[src/rtl/riscv_core_dcache_axi_write_master.sv]
// Single-beat AXI4 write master for the data-cache write-through path.
// Takes one store at a time, issues it on AW/W, waits for B and
// returns a one-cycle done pulse with an error flag.
module riscv_core_dcache_axi_write_master #(
    parameter int unsigned ADDR_WIDTH      = 32,
    parameter int unsigned CORE_DATA_WIDTH = 32,
    parameter int unsigned AXI_DATA_WIDTH  = 64,
    parameter int unsigned AXI_ID_WIDTH    = 4,
    parameter int unsigned AXI_ID          = 0
) (
    input  logic                        i_clk,
    input  logic                        i_rst,

    input  logic                        i_mem_write_valid,
    input  logic [ADDR_WIDTH-1:0]       i_mem_write_address,
    input  logic [CORE_DATA_WIDTH-1:0]  i_mem_write_data,
    input  logic [1:0]                  i_mem_write_size,
    output logic                        o_mem_write_done,
    output logic                        o_mem_write_err,

    output logic [AXI_ID_WIDTH-1:0]     o_awid,
    output logic [ADDR_WIDTH-1:0]       o_awaddr,
    output logic [7:0]                  o_awlen,
    output logic [2:0]                  o_awsize,
    output logic [1:0]                  o_awburst,
    output logic                        o_awvalid,
    input  logic                        i_awready,

    output logic [AXI_DATA_WIDTH-1:0]   o_wdata,
    output logic [AXI_DATA_WIDTH/8-1:0] o_wstrb,
    output logic                        o_wlast,
    output logic                        o_wvalid,
    input  logic                        i_wready,

    input  logic [AXI_ID_WIDTH-1:0]     i_bid,
    input  logic [1:0]                  i_bresp,
    input  logic                        i_bvalid,
    output logic                        o_bready
);

    localparam int unsigned STRB_WIDTH = AXI_DATA_WIDTH / 8;
    localparam int unsigned OFF_WIDTH  = $clog2(STRB_WIDTH);

    typedef enum logic [1:0] {
        ST_IDLE      = 2'd0,
        ST_SEND      = 2'd1,
        ST_WAIT_RESP = 2'd2,
        ST_DONE      = 2'd3
    } state_t;

    state_t state_q;
    state_t state_d;

    logic                       awvalid_q, awvalid_d;
    logic                       wvalid_q,  wvalid_d;
    logic                       bready_q,  bready_d;
    logic                       done_q,    done_d;
    logic                       err_q,     err_d;
    logic                       aw_sent_q, aw_sent_d;
    logic                       w_sent_q,  w_sent_d;
    logic [ADDR_WIDTH-1:0]      addr_q,    addr_d;
    logic [1:0]                 size_q,    size_d;
    logic [AXI_DATA_WIDTH-1:0]  wdata_q,   wdata_d;
    logic [STRB_WIDTH-1:0]      wstrb_q,   wstrb_d;

    logic [OFF_WIDTH-1:0]       req_off;
    logic [7:0]                 base_strb;
    logic [AXI_DATA_WIDTH-1:0]  req_wdata;
    logic [STRB_WIDTH-1:0]      req_wstrb;

    logic                       aw_hs;
    logic                       w_hs;
    logic                       b_hs;
    logic                       aw_done;
    logic                       w_done;

    // BID carries no information for a single-ID, single-outstanding master
    logic                       unused_bid;
    assign unused_bid = ^i_bid;

    // Handshake terms; a channel counts as sent if it completed earlier or completes now
    assign aw_hs   = awvalid_q & i_awready;
    assign w_hs    = wvalid_q & i_wready;
    assign b_hs    = bready_q & i_bvalid;
    assign aw_done = aw_sent_q | aw_hs;
    assign w_done  = w_sent_q | w_hs;

    // Place the store on its byte lanes within the AXI data bus
    always_comb begin
        req_off = i_mem_write_address[OFF_WIDTH-1:0];
        case (i_mem_write_size)
            2'b00:   base_strb = 8'h01;
            2'b01:   base_strb = 8'h03;
            2'b10:   base_strb = 8'h0F;
            default: base_strb = 8'hFF;
        endcase
        req_wdata = AXI_DATA_WIDTH'(i_mem_write_data) << {req_off, 3'b000};
        req_wstrb = STRB_WIDTH'(base_strb) << req_off;
    end

    // State register
    always_ff @(posedge i_clk) begin
        if (i_rst) begin
            state_q <= ST_IDLE;
        end else begin
            state_q <= state_d;
        end
    end

    // Next-state logic
    always_comb begin
        state_d = state_q;
        case (state_q)
            ST_IDLE: begin
                if (i_mem_write_valid) begin
                    state_d = ST_SEND;
                end
            end
            ST_SEND: begin
                if (aw_done && w_done) begin
                    state_d = ST_WAIT_RESP;
                end
            end
            ST_WAIT_RESP: begin
                if (b_hs) begin
                    state_d = ST_DONE;
                end
            end
            ST_DONE: begin
                // Request is still held high this cycle; never reissue it
                state_d = ST_IDLE;
            end
            default: begin
                state_d = ST_IDLE;
            end
        endcase
    end

    // Next values of the registered outputs and capture registers
    always_comb begin
        awvalid_d = awvalid_q;
        wvalid_d  = wvalid_q;
        bready_d  = bready_q;
        done_d    = 1'b0;
        err_d     = 1'b0;
        aw_sent_d = aw_sent_q;
        w_sent_d  = w_sent_q;
        addr_d    = addr_q;
        size_d    = size_q;
        wdata_d   = wdata_q;
        wstrb_d   = wstrb_q;

        case (state_q)
            ST_IDLE: begin
                if (i_mem_write_valid) begin
                    addr_d    = i_mem_write_address;
                    size_d    = i_mem_write_size;
                    wdata_d   = req_wdata;
                    wstrb_d   = req_wstrb;
                    awvalid_d = 1'b1;
                    wvalid_d  = 1'b1;
                    aw_sent_d = 1'b0;
                    w_sent_d  = 1'b0;
                end
            end
            ST_SEND: begin
                if (aw_hs) begin
                    awvalid_d = 1'b0;
                    aw_sent_d = 1'b1;
                end
                if (w_hs) begin
                    wvalid_d = 1'b0;
                    w_sent_d = 1'b1;
                end
                if (aw_done && w_done) begin
                    bready_d = 1'b1;
                end
            end
            ST_WAIT_RESP: begin
                if (b_hs) begin
                    bready_d = 1'b0;
                    done_d   = 1'b1;
                    err_d    = (i_bresp != 2'b00);
                end
            end
            ST_DONE: begin
                done_d = 1'b0;
                err_d  = 1'b0;
            end
            default: begin
                awvalid_d = 1'b0;
                wvalid_d  = 1'b0;
                bready_d  = 1'b0;
            end
        endcase
    end

    // Output and capture registers
    always_ff @(posedge i_clk) begin
        if (i_rst) begin
            awvalid_q <= 1'b0;
            wvalid_q  <= 1'b0;
            bready_q  <= 1'b0;
            done_q    <= 1'b0;
            err_q     <= 1'b0;
            aw_sent_q <= 1'b0;
            w_sent_q  <= 1'b0;
            addr_q    <= '0;
            size_q    <= '0;
            wdata_q   <= '0;
            wstrb_q   <= '0;
        end else begin
            awvalid_q <= awvalid_d;
            wvalid_q  <= wvalid_d;
            bready_q  <= bready_d;
            done_q    <= done_d;
            err_q     <= err_d;
            aw_sent_q <= aw_sent_d;
            w_sent_q  <= w_sent_d;
            addr_q    <= addr_d;
            size_q    <= size_d;
            wdata_q   <= wdata_d;
            wstrb_q   <= wstrb_d;
        end
    end

    assign o_mem_write_done = done_q;
    assign o_mem_write_err  = err_q;

    assign o_awid    = AXI_ID_WIDTH'(AXI_ID);
    assign o_awaddr  = addr_q;
    assign o_awlen   = 8'd0;
    assign o_awsize  = {1'b0, size_q};
    assign o_awburst = 2'b01;
    assign o_awvalid = awvalid_q;

    assign o_wdata   = wdata_q;
    assign o_wstrb   = wstrb_q;
    assign o_wlast   = 1'b1;
    assign o_wvalid  = wvalid_q;

    assign o_bready  = bready_q;

endmodule

[config.mk]
export PLATFORM = sky130hd
export DESIGN_NAME = riscv_core_dcache_axi_write_master
export DESIGN_NICKNAME = d
export VERILOG_FILES = /design/src/rtl/riscv_core_dcache_axi_write_master.sv
export SDC_FILE = /design/constraint.sdc
export NUM_CORES = 1
export LEC_CHECK = 0
export CORE_ASPECT_RATIO = 1.2
export CORE_MARGIN = 2
export CORE_UTILIZATION = 27
export DETAILED_ROUTE_END_ITERATION = 6
export PLACE_DENSITY = 0.59
export SYNTH_ARGS = -nofsm -noshare
export SYNTH_HDL_FRONTEND = slang
export SYNTH_SLANG_ARGS = --single-unit
[constraint.sdc]
create_clock -name i_clk -period 4.51 [get_ports i_clk]
set_input_delay 0.451 -clock i_clk [delete_from_list [all_inputs] [get_ports i_clk]]
set_output_delay 0.451 -clock i_clk [all_outputs]
set_load 0.01 [all_outputs]
After elaboration in Yosys (flattened, before gate mapping). Cells that the tools add are included.

Bits in registers: 115. Bits in latches: 0. Memory bits (writable): 0. Bits in read-only memories: 0. Input bits: 78. Output and inout bits: 127. Memories kept: 0.

$add $sub $neg: 0. Multipliers: 0. Divide/modulo/power cells: 0. $lt $le $gt $ge: 0. Equality and inequality tests: 10. Shifts and indexed selects: 2. Muxes and demuxes: 19. Bitwise operators: 7. Reduce and logical (&&, ||, !) cells: 13.

Operators with widths (number): << shifter 32 x 6 -> 64 bit (1); case mux 8 bit (3 select lines) (1); AND reduction 3 bit (4); != test 2 bit, second input constant (5); case mux 1 bit (2 select lines) (5); two-way mux 1 bit (9); case mux 2 bit (4 select lines) (1); << shifter 8 x 3 -> 8 bit (1); == test 2 bit, second input constant (3); two-way mux 2 bit (3); nonzero test 2 bit (3); == test 2 x 1 -> 1 bit, second input constant (2); logical NOT 2 bit (2); bitwise AND 1 bit (3); OR reduction 3 bit (1); NOT 1 bit (2); bitwise OR 1 bit (2); AND reduction 2 bit (1); OR reduction 2 bit (1); logical AND 1 bit (1).

Depth between registers and ports, before layout. Gate-level depths: netlist (run 1).

Depth in word-level cells: 5. Gate-level depth with buffers: 8.

Worst setup path after synthesis (run 1). OpenSTA, ideal clock, no wires.

Path type: reg-to-reg. Start point: reg state_q[0]. End point: reg wdata_q[48], in the netlist o_wdata[48]. Library setup time: 0.122 ns. Data arrival time: 1.469 ns. Required time: 4.388 ns. Path slack: 2.919 ns. Stages on the path, launching flop included: 8. Buffers on the path: 1. Period minus slack after synthesis: 1.591 ns. Path through: dfxtp_1 inv_1 ha_1 and2_1 buf_2 nand3b_1 nor2_1 a221o_1.

Cells in the longest elaborated chain, start to end: 2.

RTL lines: from (decl) (line 51) `state_t state_q;`; from (signal assigned) (line 106) `state_q <= state_d;`; logical NOT 2 bit (line 153) `case (state_q)`; AND reduction 2 bit (no source line); to (signal assigned) (line 222) `wdata_q <= wdata_d;`; to (decl) (line 63) `logic [AXI_DATA_WIDTH-1:0] wdata_q, wdata_d;`.

Every way passes these cells. A chain may end at the register's enable or synchronous reset.

Final worst setup path (run 1).
Start point: reg state_q[1]. End point: reg wdata_q[52], in the netlist o_wdata[52].

Same word-level chain as after synthesis.

==> results.json, run 1 <==
{
  "route.detailed.wl_per_inst_um": 16.9,
  "cts_root_buf": "sky130_fd_sc_hd__clkbuf_16",
  "clock_skew_ps": 6.57,
  "multiInputGateArea_um2": 2420,
  "floorplan.io_pins": 205,
  "synthDistinctLibCells": 50,
  "holdPathEnd": "o_wstrb[1]",
  "synth_area_per_cell_um2": 8.86,
  "yosys_reg_bits": 115,
  "first_pass_grt_wire_length_um": 25200,
  "worst_skew_pair.late_latency_ps": 410,
  "regToRegEndpoint": "o_wdata[52]",
  "critPathRequiredTime_ps": 4870,
  "post_cts_resized": 0,
  "netlist_area_um2": 5040,
  "final_cells": 965,
  "critical_path.n_buffers_inverters": 1,
  "cts-buffers-inserted": 17,
  "finalHoldViolations": 0,
  "leakage_uw": 0.00275,
  "initialDrtViolationCount": 301,
  "post_cts.repair.setup_buffers": 0,
  "mostFrequentLayoutCells": "sky130_fd_sc_hd__clkdlybuf4s50_1, sky130_fd_sc_hd__dfxtp_1, sky130_fd_sc_hd__nand2_1, sky130_fd_sc_hd__a21oi_1, sky130_fd_sc_hd__nor2_1",
  "area_growth_pct": 48.9,
  "worstHoldPathCells": 2,
  "synthesis.yosys.warnings": 0,
  "crit_path_cell_trace": "inv_1, ha_1, nand2_4, nor3_4, and3_1, a221o_1",
  "worst_setup_hold_path_clk_slew_ps": 60,
  "final.min_clock_period_ps": 2340,
  "worst_slew_margin_rel_pct": 34.2,
  "category_of_the_critical_setup_timing_path": "reg -> reg",
  "number_of_global_route_vias_before_repair": 4396,
  "numClockSinks": 115,
  "crit_end_category": "register",
  "htree_num_levels": 4,
  "final_nets": 809,
  "timing.hold.worst.class": "reg -> reg",
  "crit_path_max_incr_delay_ps": 520,
  "worst_ep_arrival_time_ps": 2690,
  "crit_fanout": 48,
  "vias_per_cell": 4.77,
  "run_status": "completed",
  "fillerInstances": 1817,
  "yosys.area.top_type": "sky130_fd_sc_hd__dfxtp_1",
  "drt.antenna.violating_nets": 0,
  "synth.top_cells.by_area": "sky130_fd_sc_hd__dfxtp_1, sky130_fd_sc_hd__a21oi_1, sky130_fd_sc_hd__nand2_1",
  "rrSetupSlack_ps": 2170,
  "post_synth_inst_count": 569,
  "io_buffer_count": 184,
  "placedCellCount": 933,
  "grt_start_max_net_pins": 53,
  "timing.reg2reg.worst_path_depth": 6,
  "worst_hold_startpoint": "o_wstrb[1]",
  "crit_path_start_kind": "register",
  "globalRoute.totalOverflow": 0,
  "finalSetupViolCount": 0,
  "number_of_antenna_violations_at_the_first_check_in_global_routing": 0,
  "timing.max_cap.violations": 0,
  "hold_buffers_post_cts": 0,
  "worst_ir_drop_vdd_v": 0.000249,
  "dp_hpwl_um": 11100,
  "die_span_y_um": 154,
  "initial_core_util_pct": 27.6,
  "max_clock_freq_mhz": 428,
  "pwr_density_cell_nw_per_um2": 493,
  "cts_tree": "yes",
  "drive_gt1_share_pct": 8.37,
  "worst_setup_margin_ps": 2170,
  "timing_max_transition_violations_final": 0,
  "design.die.area_um2": 19800,
  "synthDominantCellAreaShare_pct": 45.7,
  "register_area_um2": 2300,
  "path_delay_family": "simple AND/OR/NAND/NOR gates",
  "route.final.wire_length_um": 16300,
  "reg2reg_from": "state_q[1]",
  "antenna-diode-count": 0,
  "std_cell_rows": 54,
  "setup_total_negative_slack_ps": 0,
  "placeableCoreArea_um2": 18200,
  "worst_slew_pin_slew_ps": 986,
  "cp_slowest_cell": "sky130_fd_sc_hd__nor3_4",
  "grt_usage_pct": 16.3,
  "proportion_of_synthesized_flip_flops_having_asynchronous_set_or_reset_pct": 0,
  "rsz0062_at_grt": "no",
  "final.period_utilization_pct": 51.8,
  "x_dimension_of_the_die_um": 129,
  "yosys_most_used_dff": "sky130_fd_sc_hd__dfxtp_1",
  "synth-edff-count": 0,
  "drt_pass1_iterations": 4,
  "mostFrequentLayoutCell": "sky130_fd_sc_hd__clkdlybuf4s50_1",
  "cts_max_path_buffers": 2,
  "dr_total_vias": 4605,
  "gp_congestion": 0.746,
  "drc_violations": 0,
  "detailedPlace.worstSlack_ps": 1850,
  "synth-seq-area-share_pct": 45.7
}
## metrics by stage
step | util [%] | instance area (um2) | total power, uW | hold slack (ps)
after floorplan | - | 5090 | 1860 | 469
after detailed placement | 37.8 | 6890 | 2350 | 433
final | 41.1 | 7500 | 3700 | 451
after CTS | 41.1 | 7500 | 3760 | 454
after global placement | 37.8 | 6890 | 2350 | 428
after global routing | 41.1 | 7500 | 3910 | 469
## area by class of cell
cell class / count / share of cell area (%)
multi-input combinational: 399 / 32.2
clock buffer: 17 / 5.67
timing repair buffer: 190 / 25.0
tap: 224 / 3.74
clock inverter: 15 / 2.47
inverter: 5 / 0.250
sequential: 115 / 30.7
## cells in the mapped netlist (5+ instances only)
master and n:
sky130_fd_sc_hd__a21oi_1 72, sky130_fd_sc_hd__a221o_1 8, sky130_fd_sc_hd__a22o_1 17, sky130_fd_sc_hd__a22oi_1 24, sky130_fd_sc_hd__a2bb2oi_1 10, sky130_fd_sc_hd__buf_1 11
sky130_fd_sc_hd__buf_2 16, sky130_fd_sc_hd__buf_4 20, sky130_fd_sc_hd__clkbuf_1 14, sky130_fd_sc_hd__dfxtp_1 115, sky130_fd_sc_hd__inv_1 5, sky130_fd_sc_hd__mux2_2 8
sky130_fd_sc_hd__mux2i_1 23, sky130_fd_sc_hd__nand2_1 85, sky130_fd_sc_hd__nor2_1 53, sky130_fd_sc_hd__nor4_1 8, sky130_fd_sc_hd__o21ai_0 12, sky130_fd_sc_hd__o221ai_1 8
sky130_fd_sc_hd__o41ai_1 8
## worst reg2reg max path, stage by stage, from the launching register on
cell	delay [ps]
sky130_fd_sc_hd__dfxtp_1	310
sky130_fd_sc_hd__inv_1	100
sky130_fd_sc_hd__ha_1	280
sky130_fd_sc_hd__nand2_4	370
sky130_fd_sc_hd__nor3_4	560
sky130_fd_sc_hd__and3_1	450
sky130_fd_sc_hd__a221o_1	210
## state kept, by name (all words and copies together), names as in the netlist
name              count
aw_sent_q             1
o_awaddr             32
o_awvalid             1
o_bready              1
o_mem_write_done      1
o_mem_write_err       1
o_wdata              64
o_wstrb               8
o_wvalid              1
size_q                2
state_q               2
w_sent_q              1
## metal layers
layer / wire (um) / vias up / GRT usage, %
li1: - / 2338 / -
met1: 7210 / 2107 / 20.4
met2: 7740 / 158 / 26.4
met3: 1270 / 2 / 5.85
met4: 40 / 0 / 4.66
met5: 0 / - / 0
## cell families after synthesis
kind of cell,Yosys count,share of synthesized area (%)
multiplexers,32,6.63
adder cells (fa/ha/maj),3,0.745
AO/OA/AOI/OAI,177,24.0
AND/OR/NAND/NOR,171,15.3
flip-flops,115,45.7
other,2,0.149
buffers and inverters,69,7.47
## power by group
| part | switching, uW | internal (uW) | total (uW) |
|---|---|---|---|
| Sequential | 80.7 | 1170 | 1250 |
| Combinational | 577 | 487 | 1060 |
| Clock | 512 | 872 | 1380 |
| Total | 1170 | 2530 | 3700 |
## worst max-delay path by stage
stage	start	slack [ps]	to	depth (start not counted)
global route	state_q[1]	1880	o_wdata[50]	6
floorplan	state_q[0]	2920	o_wdata[48]	7
finish	state_q[1]	2170	o_wdata[52]	6
detailed placement	i_mem_write_valid	1850	o_wdata[48]	5
global placement	i_mem_write_valid	1840	o_wdata[48]	5
CTS	state_q[1]	2120	o_wdata[52]	6
Power figures use the tool's default switching activity.
==> inputs of run 2 (changes only) <==
Clock period 4.51 ns to 2.38 ns, I/O delays scaled along.
==> run 2 against run 1 <==
Net effect:
- sequential power is 90% higher
- sequential share of layout area is 0.66 points lower
- first-iteration DRC count is 33% lower
- clock-buffer cell count is 3 higher
- worst hold slack worse by 250 ps
- worst setup slack worse by 1900 ps
- maximum frequency is 13% higher
- largest cell class unchanged
==> results.json, run 2 (synthesis results as in run 1) <==
{
  "share_clk_of_total_power_pct": 38.6,
  "leakage_uw": 0.00286,
  "pwr_density_cell_nw_per_um2": 946,
  "power_switching_share_pct": 29.8,
  "initial_core_util_pct": 27.6,
  "mostFrequentLayoutCells": "sky130_fd_sc_hd__clkdlybuf4s50_1, sky130_fd_sc_hd__dfxtp_1, sky130_fd_sc_hd__nand2_1, sky130_fd_sc_hd__a21oi_1, sky130_fd_sc_hd__nor2_1",
  "grt_usage_pct": 16.3,
  "cts_root_buf": "sky130_fd_sc_hd__clkbuf_16",
  "drive_gt1_share_pct": 9.69,
  "dp_hpwl_um": 11500,
  "rsz0062_at_grt": "no",
  "timing_max_transition_violations_final": 0,
  "multiInputGateArea_um2": 2420,
  "initialDrtViolationCount": 202,
  "cts_tree": "yes",
  "setup_total_negative_slack_ps": 0,
  "regToRegEndpoint": "o_wdata[48]",
  "number_of_global_route_vias_before_repair": 4558,
  "timing.hold.worst.class": "in -> reg",
  "critPathCapture": "o_wdata[48]",
  "reg2reg_from": "state_q[1]",
  "io_buffer_count": 184,
  "numClockSinks": 115,
  "final.min_clock_period_ps": 2070,
  "fillerInstances": 1834,
  "design.die.area_um2": 19800,
  "vias_per_cell": 4.84,
  "number_of_flip_flops_under_the_largest_register_name": 64,
  "startpoint": "state_q[1]",
  "area_growth_pct": 52.1,
  "worst_ir_drop_vdd_v": 0.000439,
  "power.net_switching_uw": 2160,
  "crit_path_start_kind": "register",
  "drc_violations": 0,
  "grt_start_max_net_pins": 77,
  "finalSetupViolCount": 0,
  "dr_total_vias": 4728,
  "category_of_the_critical_setup_timing_path": "reg -> reg",
  "placeableCoreArea_um2": 18200,
  "number_of_antenna_violations_at_the_first_check_in_global_routing": 0,
  "hold_buffers_post_cts": 0,
  "x_dimension_of_the_die_um": 129,
  "report.power.total_uw": 7260,
  "cts_max_path_buffers": 2,
  "worst_skew_pair.late_latency_ps": 410,
  "worst_setup_hold_path_clk_slew_ps": 50,
  "antenna-diode-count": 0,
  "share_seq_of_total_power_pct": 32.7,
  "max_clock_freq_mhz": 484,
  "timing.max_cap.violations": 0,
  "route.final.wire_length_um": 16300,
  "finalHoldViolations": 0,
  "crit_fanout": 15,
  "worst_slew_margin_rel_pct": 57.4,
  "route.detailed.wl_per_inst_um": 16.6,
  "placedCellCount": 946,
  "drt.antenna.violating_nets": 0,
  "globalRoute.totalOverflow": 0,
  "whs_ps": 197,
  "worst_slew_pin_slew_ps": 635,
  "run_status": "completed",
  "cts-buffers-inserted": 17,
  "first_pass_grt_wire_length_um": 25200,
  "clock_skew_ps": 5.33,
  "htree_num_levels": 4,
  "gp_congestion": 0.758,
  "power_frac_comb_pct": 28.7,
  "crit_end_category": "register",
  "final_cells": 977,
  "die_span_y_um": 154,
  "drt_pass1_iterations": 4,
  "final_nets": 822,
  "timing.reg2reg.worst_path_depth": 6,
  "final.period_utilization_pct": 86.8,
  "critPathRequiredTime_ps": 2730,
  "post_cts.repair.setup_buffers": 0,
  "register_area_um2": 2300,
  "floorplan.io_pins": 205,
  "std_cell_rows": 54,
  "cellInternalPower_uw": 5090,
  "rrSetupSlack_ps": 310,
  "mostFrequentLayoutCell": "sky130_fd_sc_hd__clkdlybuf4s50_1",
  "worst_ep_arrival_time_ps": 2420,
  "post_cts_resized": 0
}
==> run 2: cell types whose count changed in the layout (fill, tap and decap cells not counted) <==
cell and change:
sky130_fd_sc_hd__buf_4 +10, sky130_fd_sc_hd__clkinv_4 -5, sky130_fd_sc_hd__clkinv_2 +4, sky130_fd_sc_hd__clkinvlp_4 -4, sky130_fd_sc_hd__buf_12 +3, sky130_fd_sc_hd__bufinv_16 +2
sky130_fd_sc_hd__clkbuf_8 +2, sky130_fd_sc_hd__clkbuf_1 +1, sky130_fd_sc_hd__inv_6 -1
==> run 2: cell type report <==
type	count	area share [%]
multi-input cells	399	31.5
flip-flops and latches	115	30.0
clock buffers	20	5.96
clock inverters	11	2.38
inverters	5	0.245
repair buffers	203	26.2
well taps	224	3.66
==> run 2: metrics by stage <==
stage	util [%]	setup WS [ps]	area (um2)
detailed placement	38.5	103	7030
global route	42.0	96.5	7670
CTS	42.0	288	7670
global placement	38.5	129	7030
finish	42.0	315	7670
floorplan	-	789	5090
==> run 2: layer usage <==
layer / global-route usage (%) / vias up / part of all wire, %
met5: 0 / - / 0
met4: 5.38 / 0 / 1.3
met3: 5.95 / 15 / 8.0
met2: 26.6 / 160 / 47
met1: 19.7 / 2176 / 44
li1: - / 2377 / -
==> run 2: worst min path at each step <==
stage | startpoint | to | slack (ps) | cells past startpoint
floorplan | i_bresp[0] | o_mem_write_err | 350 | 1
global route | i_rst | o_wdata[6] | 200 | 2
finish | i_rst | o_wdata[7] | 200 | 2
detailed placement | o_wdata[19] | o_wdata[19] | 440 | 2
CTS | i_rst | o_wdata[7] | 170 | 2
global placement | o_wdata[20] | o_wdata[20] | 440 | 2
==> run 2: power groups by stage <==
stage | sequential [uW] | combinational (uW) | clock (uW)
after floorplan | 2520 | 1010 | 0
after global placement | 2410 | 2100 | 0
after detailed placement | 2410 | 2110 | 0
after CTS | 2370 | 2120 | 2870
after global routing | 2410 | 2280 | 2940
final | 2370 | 2080 | 2800
==> run 2: worst max-delay path, stage by stage, from the launching register on <==
cell                      delay [ps]
sky130_fd_sc_hd__dfxtp_1         320
sky130_fd_sc_hd__inv_1           100
sky130_fd_sc_hd__ha_1            290
sky130_fd_sc_hd__nand2_4         200
sky130_fd_sc_hd__nor3_4          440
sky130_fd_sc_hd__and3_1          440
sky130_fd_sc_hd__a221o_1         210
